`config.mk`:
```
export PLATFORM = sky130hd
export DESIGN_NAME = pipe_hazard_ctrl
export DESIGN_NICKNAME = d
export VERILOG_FILES = /design/src/rtl/pipe_hazard_ctrl.sv
export SDC_FILE = /design/constraint.sdc
export NUM_CORES = 1
export LEC_CHECK = 0
export ABC_AREA = 1
export CAP_MARGIN = 20
export CORE_MARGIN = 3
export CORE_UTILIZATION = 55
export DETAILED_ROUTE_END_ITERATION = 8
export DONT_BUFFER_PORTS = 1
export PLACE_DENSITY = 0.71
export SLEW_MARGIN = 15
export SYNTH_ARGS = -nofsm -noshare
export SYNTH_HDL_FRONTEND = slang
export SYNTH_SLANG_ARGS = --single-unit
```
`constraint.sdc`:
```
create_clock -name in_clk -period 2.1 [get_ports in_clk]
set_clock_uncertainty 0.1 [all_clocks]
set_input_delay 0 -clock in_clk [delete_from_list [all_inputs] [get_ports in_clk]]
set_output_delay 0 -clock in_clk [all_outputs]
set_load 0.01 [all_outputs]
```
`src/rtl/pipe_hazard_ctrl.sv`:
```
// Hazard and sequencing controller for the 5-stage MIPS pipeline: load-use and
// MDU-occupancy stalls, EX branch flushes, and a saturating stall-cycle counter.
//
// state       | meaning
// ST_RUN      | MDU idle; a mult/div in ID may be accepted
// ST_MDU_BUSY | MDU occupied; mdu_cnt_q counts remaining cycles down to 0
module pipe_hazard_ctrl #(
    parameter int MDU_LAT = 32,
    parameter int CNT_W   = 6
) (
    input  logic        in_clk,
    input  logic        in_rst,
    input  logic [4:0]  in_id_rs,
    input  logic [4:0]  in_id_rt,
    input  logic        in_id_uses_rs,
    input  logic        in_id_uses_rt,
    input  logic        in_id_mdu_start,
    input  logic        in_id_reads_hilo,
    input  logic        in_ex_memread,
    input  logic [4:0]  in_ex_wreg,
    input  logic        in_ex_branch_taken,
    output logic        out_pc_we,
    output logic        out_if_id_stall,
    output logic        out_if_id_flush,
    output logic        out_id_ex_flush,
    output logic        out_mdu_busy,
    output logic [15:0] out_stall_cycles
);

    typedef enum logic {
        ST_RUN      = 1'b0,
        ST_MDU_BUSY = 1'b1
    } state_t;

    localparam logic [CNT_W-1:0] CNT_INIT = CNT_W'(MDU_LAT - 1);
    localparam logic [15:0]      STALL_MAX = 16'hFFFF;

    state_t           state_q, state_d;
    logic [CNT_W-1:0] mdu_cnt_q, mdu_cnt_d;
    logic [15:0]      stall_cnt_q, stall_cnt_d;

    logic lu;
    logic mh;
    logic stall;
    logic mdu_accept;

    always_comb begin
        lu = in_ex_memread && (in_ex_wreg != 5'd0) &&
             ((in_id_uses_rs && (in_id_rs == in_ex_wreg)) ||
              (in_id_uses_rt && (in_id_rt == in_ex_wreg)));
        mh = (state_q == ST_MDU_BUSY) && (in_id_mdu_start || in_id_reads_hilo);
        // A taken branch discards the ID instruction, so it never needs to stall.
        stall = (lu || mh) && !in_ex_branch_taken;
        mdu_accept = (state_q == ST_RUN) && in_id_mdu_start &&
                     !in_ex_branch_taken && !lu;
    end

    always_ff @(posedge in_clk or posedge in_rst) begin
        if (in_rst) begin
            state_q     <= ST_RUN;
            mdu_cnt_q   <= '0;
            stall_cnt_q <= '0;
        end else begin
            state_q     <= state_d;
            mdu_cnt_q   <= mdu_cnt_d;
            stall_cnt_q <= stall_cnt_d;
        end
    end

    always_comb begin
        state_d   = state_q;
        mdu_cnt_d = mdu_cnt_q;
        case (state_q)
            ST_RUN: begin
                if (mdu_accept) begin
                    state_d   = ST_MDU_BUSY;
                    mdu_cnt_d = CNT_INIT;
                end
            end
            ST_MDU_BUSY: begin
                if (mdu_cnt_q == '0) begin
                    state_d = ST_RUN;
                end else begin
                    mdu_cnt_d = mdu_cnt_q - 1'b1;
                end
            end
            default: begin
                state_d   = ST_RUN;
                mdu_cnt_d = '0;
            end
        endcase
    end

    always_comb begin
        stall_cnt_d = stall_cnt_q;
        if (stall && (stall_cnt_q != STALL_MAX)) begin
            stall_cnt_d = stall_cnt_q + 16'd1;
        end
    end

    always_comb begin
        out_if_id_stall  = stall;
        out_pc_we        = !stall;
        out_if_id_flush  = in_ex_branch_taken;
        out_id_ex_flush  = stall || in_ex_branch_taken;
        out_mdu_busy     = (state_q == ST_MDU_BUSY);
        out_stall_cycles = stall_cnt_q;
    end

endmodule

```
* Word level (Yosys, flattened, before mapping) *
Index checks and enable logic that the tools add are counted.

storage, ports and cells
  register bits after elaboration = 23
  bits of input ports = 23
  logic and storage cells = 37
  output and inout port bits = 21

cells by class
  bitwise gates (word level) = 1
  multiplexer cells = 6
  reduce and logical (&&, ||, !) cells = 20
  add/sub/neg operators = 2
  equal/unequal tests = 5

operator list
  kind                   count
  $add 16x1->16 const B  1
  $ne 16x16->1 const B   1
  $mux 6                 2
  $pmux 6 s2             1
  $eq 5x5->1             2
  $logic_and 1x1->1      10
  $logic_not 6->1        1
  $sub 6x1->6 const B    1
  $reduce_bool 5->1      1
  $logic_or 1x1->1       4
  $ne 2x2->1 const B     2
  $logic_not 1->1        3
  $mux 1                 2
  $pmux 1 s2             1
  $reduce_and 2->1       1
  $not 1->1              1

* Longest topological paths before layout *
Gate-level depths: netlist (run 1).

  depth after elaboration = 8
  mapped depth = 12

* Worst setup path after synthesis (run 1) *
Ideal clock, no wire load.

  path type = reg-to-reg
  from = reg stall_cnt_q[0], in the netlist out_stall_cycles[0]
  to = reg stall_cnt_q[10], in the netlist out_stall_cycles[10]
  arrival = 1.393 ns
  path buffers = 0
  library setup time = 0.066 ns
  period minus slack after synthesis = 1.560 ns
  stages on the path, launching flop included = 9
  setup slack = 0.540 ns
  cells stage by stage = dfrtp_1 ha_1 nand2_1 nor2_4 nand3_1 nor2_1 xor2_1 nand4_1 nand2_1

between the ends
  cells in the longest elaborated chain, start to end = 2
  elaborated cells between the ends (all ways) = 3
  classes of those cells = 1 x add/sub; 1 x eq/ne; 1 x reduce/logical

RTL lines
  item                                                   RTL line  RTL
  from (decl)                                            40        logic [15:0] stall_cnt_q, stall_cnt_d;
  from (signal assigned)                                 66        stall_cnt_q <= stall_cnt_d;
  branches (longest 2 deep; another with $add 16x1->16)  n/a

Parallel ways; which one is timed is not known.
A chain may end at the register's enable or synchronous reset.

* Worst setup path in the final report (run 1) *
  from = reg stall_cnt_q[0], in the netlist out_stall_cycles[0]
  to = reg stall_cnt_q[5], in the netlist out_stall_cycles[5]

The elaborated chain is that of the path after synthesis.

==> flow_summary.ini, run 1 <==
[routing]
drc = 0
post_drt_wl_per_cell_um = 12.3
drtIter0Drc = 95
vias_per_cell = 5.51
num_vias = 1516
dr.pass1.iters = 4
wl_mm = 3.40
ant_nets = 0

[floorplanning]
die_x_um = 60.5
rows = 19
die_h_um = 60.5
io_pins = 44
dieArea_mm2 = 0.00366
initial_core_util_pct = 58.7
fp.coreArea_mm2 = 0.00278

[timing]
rsz0062_at_grt = false
maxSlewHeadroom_pct = 40.6
setup_viol = 0
worstMarginPinSlew_ns = 0.891
setup_tns_ns = 0
period_share_pct = 86.3
fin_hold_ws_ns = 0.0478
drv_slew = 0
hold_violations = 0
fmax_mhz = 552
period_needed_ns = 1.81

[clocking]
cts_made_buffers = 3
clkTransAtPathRegs_ns = 0.12
cts-root-buf = clkbuf_4
ctsHtreeMaxLevel = 1
postCtsSetupRepairBufs = 0
worstSkewPairLatency_ns = 0.30
cts_tree = done
clockBufferDepth = 2
cts.sinks = 23

[layout]
n_antenna_cell = 0
register_area_um2 = 576
drive_above_1_share_pct = 9.02
area_growth_pct = 6.05
fill_cells = 265
multi_input_area_um2 = 903
final_nets = 270

[critical_path]
crit_path_start = out_stall_cycles[0]$_DFFE_PP0P_
critPathRequiredTime_ns = 2.26
regToRegStartpoint = out_stall_cycles[0]$_DFFE_PP0P_
critical_path.endpoint_type = register
critPathArrivalTime_ns = 1.97
worstSetupStartpointType = register
path_class = reg2reg
critical_path.max_fanout = 14

[synthesis]
synth_top_cell_area_share_pct = 35.2
syn_area_mm2 = 0.00163
synth_warnings = 0
ys_ff_latch = 23
synthTopCellsByArea = dfrtp_1 (35%), nand2_1 (20%), nand4_1 (7.3%)
syn-instance-count = 239
yosysUniqueCellTypes = 29
seq_area_frac_synth_pct = 35.2
syn-num-nets = 264
syn_avg_cell_area_um2 = 6.83
synth_top_area_cell = dfrtp_1

[pwr]
finalPower_mw = 1.42
power-per-cell-area_mw_per_mm2 = 822
peakVddDrop_mv = 0.680
p_leak_nw = 0.894

[job]
maxCapViolCount = 0

[grt]
antenna_found_initial = 0
grt_max_degree = 24
grt_first_pass_wirelength_mm = 5.77
grt_pass1_vias = 1344
grt_util_all_layers_pct = 20.4
overflow = 0

[hold_path]
holdCritStartpoint = in_ex_memread
min_path_type = in2reg

[placement]
portBuffers = 0
hpwl_mm = 2.60
gp_congestion = 0.801

[run_status]
outcome = finished, final reports clean
routing by layer:
| layer | share of wire [%] | track usage [%] |
|---|---|---|
| met5 | 0 | 0 |
| met4 | 0.56 | 6.19 |
| met3 | 6.4 | 4.68 |
| met2 | 51 | 35.2 |
| met1 | 42 | 25.5 |
cell usage after synthesis:
master	number
o21ai_4	1
nand4_2	1
xnor2_1	2
buf_6	2
nor2_4	1
nor2_2	2
nand3b_1	1
buf_2	1
nand4_1	19
ha_1	2
inv_2	2
clkinv_1	1
xor2_1	7
nor3b_1	1
nand2_1	86
dfrtp_1	23
and2_1	1
nor2_1	18
or2_2	1
inv_1	29
o21ai_0	7
nand3_1	19
buf_4	2
nand3_2	1
nand2_4	1
nor3_1	2
nand2_2	2
clkbuf_1	2
nor3_2	2
metrics by stage:
stage	util (%)	instances	cell area [µm²]	setup WS, ns
2_1_floorplan	-	239	1630	0.540
3_3_place_gp	59.6	268	1660	0.279
5_1_grt	62.3	275	1730	0.128
3_5_place_dp	59.6	268	1660	0.212
6_report	62.3	275	1730	0.287
4_1_cts	61.7	275	1720	0.181
power by group:
part           internal, mW  switching [mW]
logic                 0.204           0.346
registers             0.550           0.120
clock network        0.0741           0.130
total                 0.828           0.596
layout by cell type (no fill, tap or decap), drive strengths merged:
cell type / Yosys / routed
nor3b: 1 / 1
nand3b: 1 / 1
buf: 5 / 5
o21ai: 8 / 8
nand2: 89 / 89
inv: 31 / 31
nor3: 4 / 4
ha: 2 / 2
nand4: 20 / 20
or2: 1 / 1
dfrtp: 23 / 23
dlygate4sd3: 0 / 3
xor2: 7 / 7
and2: 1 / 1
nor2: 21 / 21
nand3: 20 / 20
clkinv: 1 / 1
clkbuf: 2 / 4
xnor2: 2 / 2
worst max-delay path: stages (launching register included):
cell,delay [ns]
dfrtp_1,0.48
ha_1,0.23
nand2_1,0.10
nor2_4,0.18
nand4_4,0.24
and2_1,0.24
nand3_1,0.08
nand2_1,0.05
nand2_1,0.06
cell type report:
cell class              instances  share of cell area, %
repair buffers                  8                   3.90
inverters                      32                   6.94
clock buffers                   4                   1.52
flip-flops and latches         23                   33.2
well taps                      31                   2.24
multi-input cells             177                   52.2
sequential cells by signal, summed over array words and instances, names as in the netlist:
signal,count
out_stall_cycles,16
out_mdu_busy,1
mdu_cnt_q,6
worst paths after layout:
check                                                  end  slack [ns]  cells past startpoint
max                        out_stall_cycles[5]$_DFFE_PP0P_        0.29                      8
min                               mdu_cnt_q[3]$_DFFE_PP0P_        0.05                      6
max reg2reg                out_stall_cycles[5]$_DFFE_PP0P_        0.29                      8
min reg2reg                       mdu_cnt_q[0]$_DFFE_PP0P_        0.44                      2
max in group asynchronous  out_stall_cycles[1]$_DFFE_PP0P_        1.13                      2
min in group asynchronous  out_stall_cycles[5]$_DFFE_PP0P_        0.22                      2
kinds of logic (layout without fill, tap and decap cells):
logic type / after synthesis / count (layout) / synth area share (%)
AND/OR/NAND/NOR: 158 / 158 / 44.8
buffers and inverters: 39 / 44 / 10.4
AO/OA/AOI/OAI: 8 / 8 / 3.14
adder cells (fa/ha/maj): 2 / 2 / 1.53
XOR/XNOR: 9 / 9 / 4.83
flip-flops: 23 / 23 / 35.2
repair_timing:
item / 4_1_cts / 5_1_grt
endpoints found under the hold margin: 31 / 0
endpoints found under the setup margin: 0 / 8
hold buffers: 3 / 0
gates resized for setup: 0 / 2
Power figures use the tool's default switching activity.
==> run 2, diff against run 1 <==
- RECOVER_POWER: default -> 100
==> flow_summary.ini, run 2 (synthesis results as in run 1) <==
[routing]
wl_mm = 3.42
vias_per_cell = 5.45
dr.pass1.iters = 4
wl_met1_mm = 1.49
met2_length_mm = 1.71
drtIter0Drc = 77
highest-signal-layer = met4
route.met3.wl_um = 193
ant_nets = 0
num_vias = 1500
post_drt_wl_per_cell_um = 12.4
drc = 0

[layout]
multi_input_area_um2 = 893
layout.cells.non_filler = 275
area_growth_pct = 4.75
final_nets = 270
n_antenna_cell = 0
final_cell_mix = nand2_1 (87), inv_1 (29), dfrtp_1 (23)
largest_reg_flops = 16
final_core_util_pct = 61.5
drive_above_1_share_pct = 7.38
final_common_cell = nand2_1
fill_cells = 269
design_area_mm2 = 0.00171
register_area_um2 = 576

[clocking]
cts-root-buf = clkbuf_4
postCtsSetupRepairBufs = 0
cts_tree = done
clockBufferDepth = 2
worstSkewPairLatency_ns = 0.31
cts_made_buffers = 3
cts.sinks = 23
ctsHtreeMaxLevel = 1
clkTransAtPathRegs_ns = 0.13

[timing]
drv_slew = 0
hold_violations = 0
setup_tns_ns = 0
rsz0062_at_grt = false
fmax_mhz = 551
setup_viol = 0
period_share_pct = 86.4
maxSlewHeadroom_pct = 42.3
worstMarginPinSlew_ns = 0.865
period_needed_ns = 1.82
setup_slack_ns = 0.285

[placement]
gp_congestion = 0.801
portBuffers = 0
placed_cells = 268
placed_cell_area_mm2 = 0.00166
hpwl_mm = 2.60
place_ws_ns = 0.212

[job]
maxCapViolCount = 0

[grt]
overflow = 0
grt_pass1_vias = 1344
grt_max_degree = 24
antenna_found_initial = 0
grt_util_all_layers_pct = 20.4
grt_first_pass_wirelength_mm = 5.77

[critical_path]
worstRegToRegCells = 7
path_class = reg2reg
critical_path.endpoint_type = register
critPathArrivalTime_ns = 1.97
critical_path.max_fanout = 14
critPathRequiredTime_ns = 2.26
worstSetupStartpointType = register

[run_status]
outcome = finished, final reports clean

[floorplanning]
dieArea_mm2 = 0.00366
initial_core_util_pct = 58.7
die_h_um = 60.5
fp.coreArea_mm2 = 0.00278
rows = 19
io_pins = 44
die_x_um = 60.5

[pwr]
power-per-cell-area_mw_per_mm2 = 824
peakVddDrop_mv = 0.678
p_leak_nw = 0.880

[hold_path]
min_path_type = in2reg
worstHoldPathCells = 6
==> run 2: changes by cell type in the layout (fill, tap and decap cells not counted) <==
cell,delta
and2_0,+1
and2_1,-1
buf_4,-3
clkbuf_1,+3
nand2_1,+1
nand2_2,-1
nand3_2,+1
nand3_4,-1
==> run 2: final cells by class <==
| cell class | instances | share of cell area, % |
|---|---|---|
| Clock buffer | 4 | 1.54 |
| Inverter | 32 | 7.02 |
| Multi-Input combinational cell | 177 | 52.2 |
| Sequential cell | 23 | 33.7 |
| Tap cell | 31 | 2.27 |
| Timing Repair Buffer | 8 | 3.29 |
==> run 2: through the flow <==
stage                     total power, mW  hold WS (ns)
after floorplan                      1.12       -0.0981
after global placement               1.18       -0.0999
after detailed placement             1.22       -0.0999
after CTS                            1.43        0.0444
after global routing                 1.56        0.0843
final                                1.41        0.0277
==> run 2: per-layer routing <==
layer,up-vias,global-route usage [%]
met5,-,0
met4,0,6.19
met3,4,4.68
met1,693,25.5
met2,32,35.2
li1,771,-
==> run 2: final timing paths <==
kind,to,startpoint,slack (ns)
max,out_stall_cycles[13]$_DFFE_PP0P_,out_stall_cycles[0]$_DFFE_PP0P_,0.28
min,mdu_cnt_q[3]$_DFFE_PP0P_,in_ex_memread,0.03
max reg2reg,out_stall_cycles[13]$_DFFE_PP0P_,out_stall_cycles[0]$_DFFE_PP0P_,0.28
min reg2reg,mdu_cnt_q[0]$_DFFE_PP0P_,mdu_cnt_q[0]$_DFFE_PP0P_,0.44
max in group asynchronous,out_stall_cycles[1]$_DFFE_PP0P_,in_rst,1.16
min in group asynchronous,out_stall_cycles[5]$_DFFE_PP0P_,in_rst,0.21
==> run 2: what timing repair did <==
| action | 4_1_cts | 5_1_grt |
|---|---|---|
| endpoints found under the hold margin | 31 | 0 |
| hold buffers | 3 | 0 |
| endpoints found under the setup margin | 0 | 8 |
| resized for setup | 0 | 2 |
==> run 2: critical path, stage by stage, from the launching register on <==
cell	delay (ns)
dfrtp_1	0.48
ha_1	0.23
nand2_1	0.10
nor2_4	0.19
nand4_4	0.23
nand3_2	0.27
nand2_1	0.07
nand2_1	0.08
==> run 2: report_power, final <==
part	internal (mW)	total, mW	switching, mW
sequential	0.550	0.670	0.120
combinational	0.193	0.534	0.341
clock	0.0741	0.206	0.131
total	0.818	1.41	0.592
==> run 3, diff against run 2 <==
- PLACE_DENSITY: 0.71 -> default
- PLACE_DENSITY_LB_ADDON: default -> 0.12
==> flow_summary.ini, run 3 (synthesis results as in run 1) <==
[clocking]
cts_hold_buf = 3
postCtsSetupRepairBufs = 0
ctsResizeCount = 0
ctsHtreeMaxLevel = 1
clkTransAtPathRegs_ns = 0.11
cts_tree = done
cts-root-buf = clkbuf_4
clockBufferDepth = 2
worstSkewPairLatency_ns = 0.31
cts_made_buffers = 3
cts.sinks = 23

[run_status]
outcome = finished, final reports clean

[floorplanning]
dieArea_mm2 = 0.00366
initial_core_util_pct = 58.7
die_x_um = 60.5
fp.coreArea_mm2 = 0.00278
io_pins = 44
rows = 19
die_h_um = 60.5

[layout]
area_growth_pct = 5.06
n_antenna_cell = 0
largest_reg_flops = 16
final_cell_mix = nand2_1 (86), inv_1 (29), dfrtp_1 (23)
final_nets = 271
layout.cells.non_filler = 276
final_common_cell = nand2_1
drive_above_1_share_pct = 8.57

[timing]
drv_slew = 0
maxSlewHeadroom_pct = 42.1
hold_violations = 0
period_needed_ns = 1.94
worstMarginPinSlew_ns = 0.867
rsz0062_at_grt = false
setup_viol = 0
period_share_pct = 92.4
fmax_mhz = 515
setup_slack_ns = 0.160
setup_tns_ns = 0

[pwr]
finalPower_mw = 1.42
power-per-cell-area_mw_per_mm2 = 830
peakVddDrop_mv = 0.627
p_leak_nw = 0.884

[grt]
overflow = 0
antenna_found_initial = 0
grt_max_degree = 24
grt_pass1_vias = 1331
grt_first_pass_wirelength_mm = 5.63
grt_util_all_layers_pct = 20.0

[routing]
post_drt_wl_per_cell_um = 12.5
ant_nets = 0
num_vias = 1470
dr.pass1.iters = 5
drc = 0
vias_per_cell = 5.33
drtIter0Drc = 73
wl_mm = 3.45

[placement]
gp_congestion = 0.805
placed_cells = 269
place_ws_ns = 0.336
portBuffers = 0
hpwl_mm = 2.66

[critical_path]
critPathArrivalTime_ns = 2.06
critical_path.max_fanout = 9
critical_path.endpoint_type = register
critPathRequiredTime_ns = 2.22
path_class = reg2reg
worstSetupStartpointType = register

[job]
maxCapViolCount = 0

[hold_path]
min_path_type = in2reg
==> run 3: cell types whose count changed in the layout (fill, tap and decap cells not counted) <==
cell and delta:
buf_4 +2, clkbuf_1 -1, nand2_1 -1, nand2_2 +1, nand4_2 +1, nand4_4 -1
==> run 3: report_power, final <==
part	total (mW)	internal, mW	switching, mW
Clock	0.204	0.0742	0.130
Sequential	0.670	0.550	0.120
Combinational	0.550	0.204	0.346
==> run 3: stage by stage <==
stage	hold WS [ns]	utilization [%]	area, µm²
2_1_floorplan	-0.0981	-	1630
3_3_place_gp	-0.0999	59.9	1670
3_5_place_dp	-0.0999	59.9	1670
4_1_cts	0.0638	61.9	1720
5_1_grt	0.0894	61.7	1720
6_report	0.0754	61.7	1720
==> run 3: critical path: stages, from the launching register on <==
cell,delay (ns)
dfrtp_1,0.40
buf_4,0.18
nor3b_1,0.19
dlygate4sd3_1,0.57
nand2_1,0.10
nand2_2,0.15
nand2_1,0.08
o21ai_0,0.09
==> run 3: final cells by class <==
cell class / instances / area (µm²)
Tap cell: 31 / 38.8
Multi-Input combinational cell: 177 / 887
Timing Repair Buffer: 9 / 67.6
Fill cell: 266 / 1070
Inverter: 32 / 120
Clock buffer: 4 / 26.3
Sequential cell: 23 / 576
==> run 3: worst paths after layout <==
| kind | start | endpoint | slack (ns) | cells after the start |
|---|---|---|---|---|
| max | out_mdu_busy$_DFF_PP0_ | mdu_cnt_q[2]$_DFFE_PP0P_ | 0.16 | 7 |
| min | in_ex_memread | mdu_cnt_q[3]$_DFFE_PP0P_ | 0.08 | 6 |
| max reg2reg | out_mdu_busy$_DFF_PP0_ | mdu_cnt_q[2]$_DFFE_PP0P_ | 0.16 | 7 |
| min reg2reg | mdu_cnt_q[0]$_DFFE_PP0P_ | mdu_cnt_q[0]$_DFFE_PP0P_ | 0.42 | 2 |
| max in group asynchronous | in_rst | mdu_cnt_q[3]$_DFFE_PP0P_ | 1.17 | 2 |
| min in group asynchronous | in_rst | out_stall_cycles[13]$_DFFE_PP0P_ | 0.19 | 2 |
==> run 3: per-layer routing <==
metal	wire length (µm)	global-route usage [%]	vias to the layer above	part of all wire, %
li1	-	-	776	-
met1	1560	26.1	652	45
met2	1600	32.4	38	47
met3	251	5.74	4	7.3
met4	31	5.88	0	0.90
met5	0	0	-	0
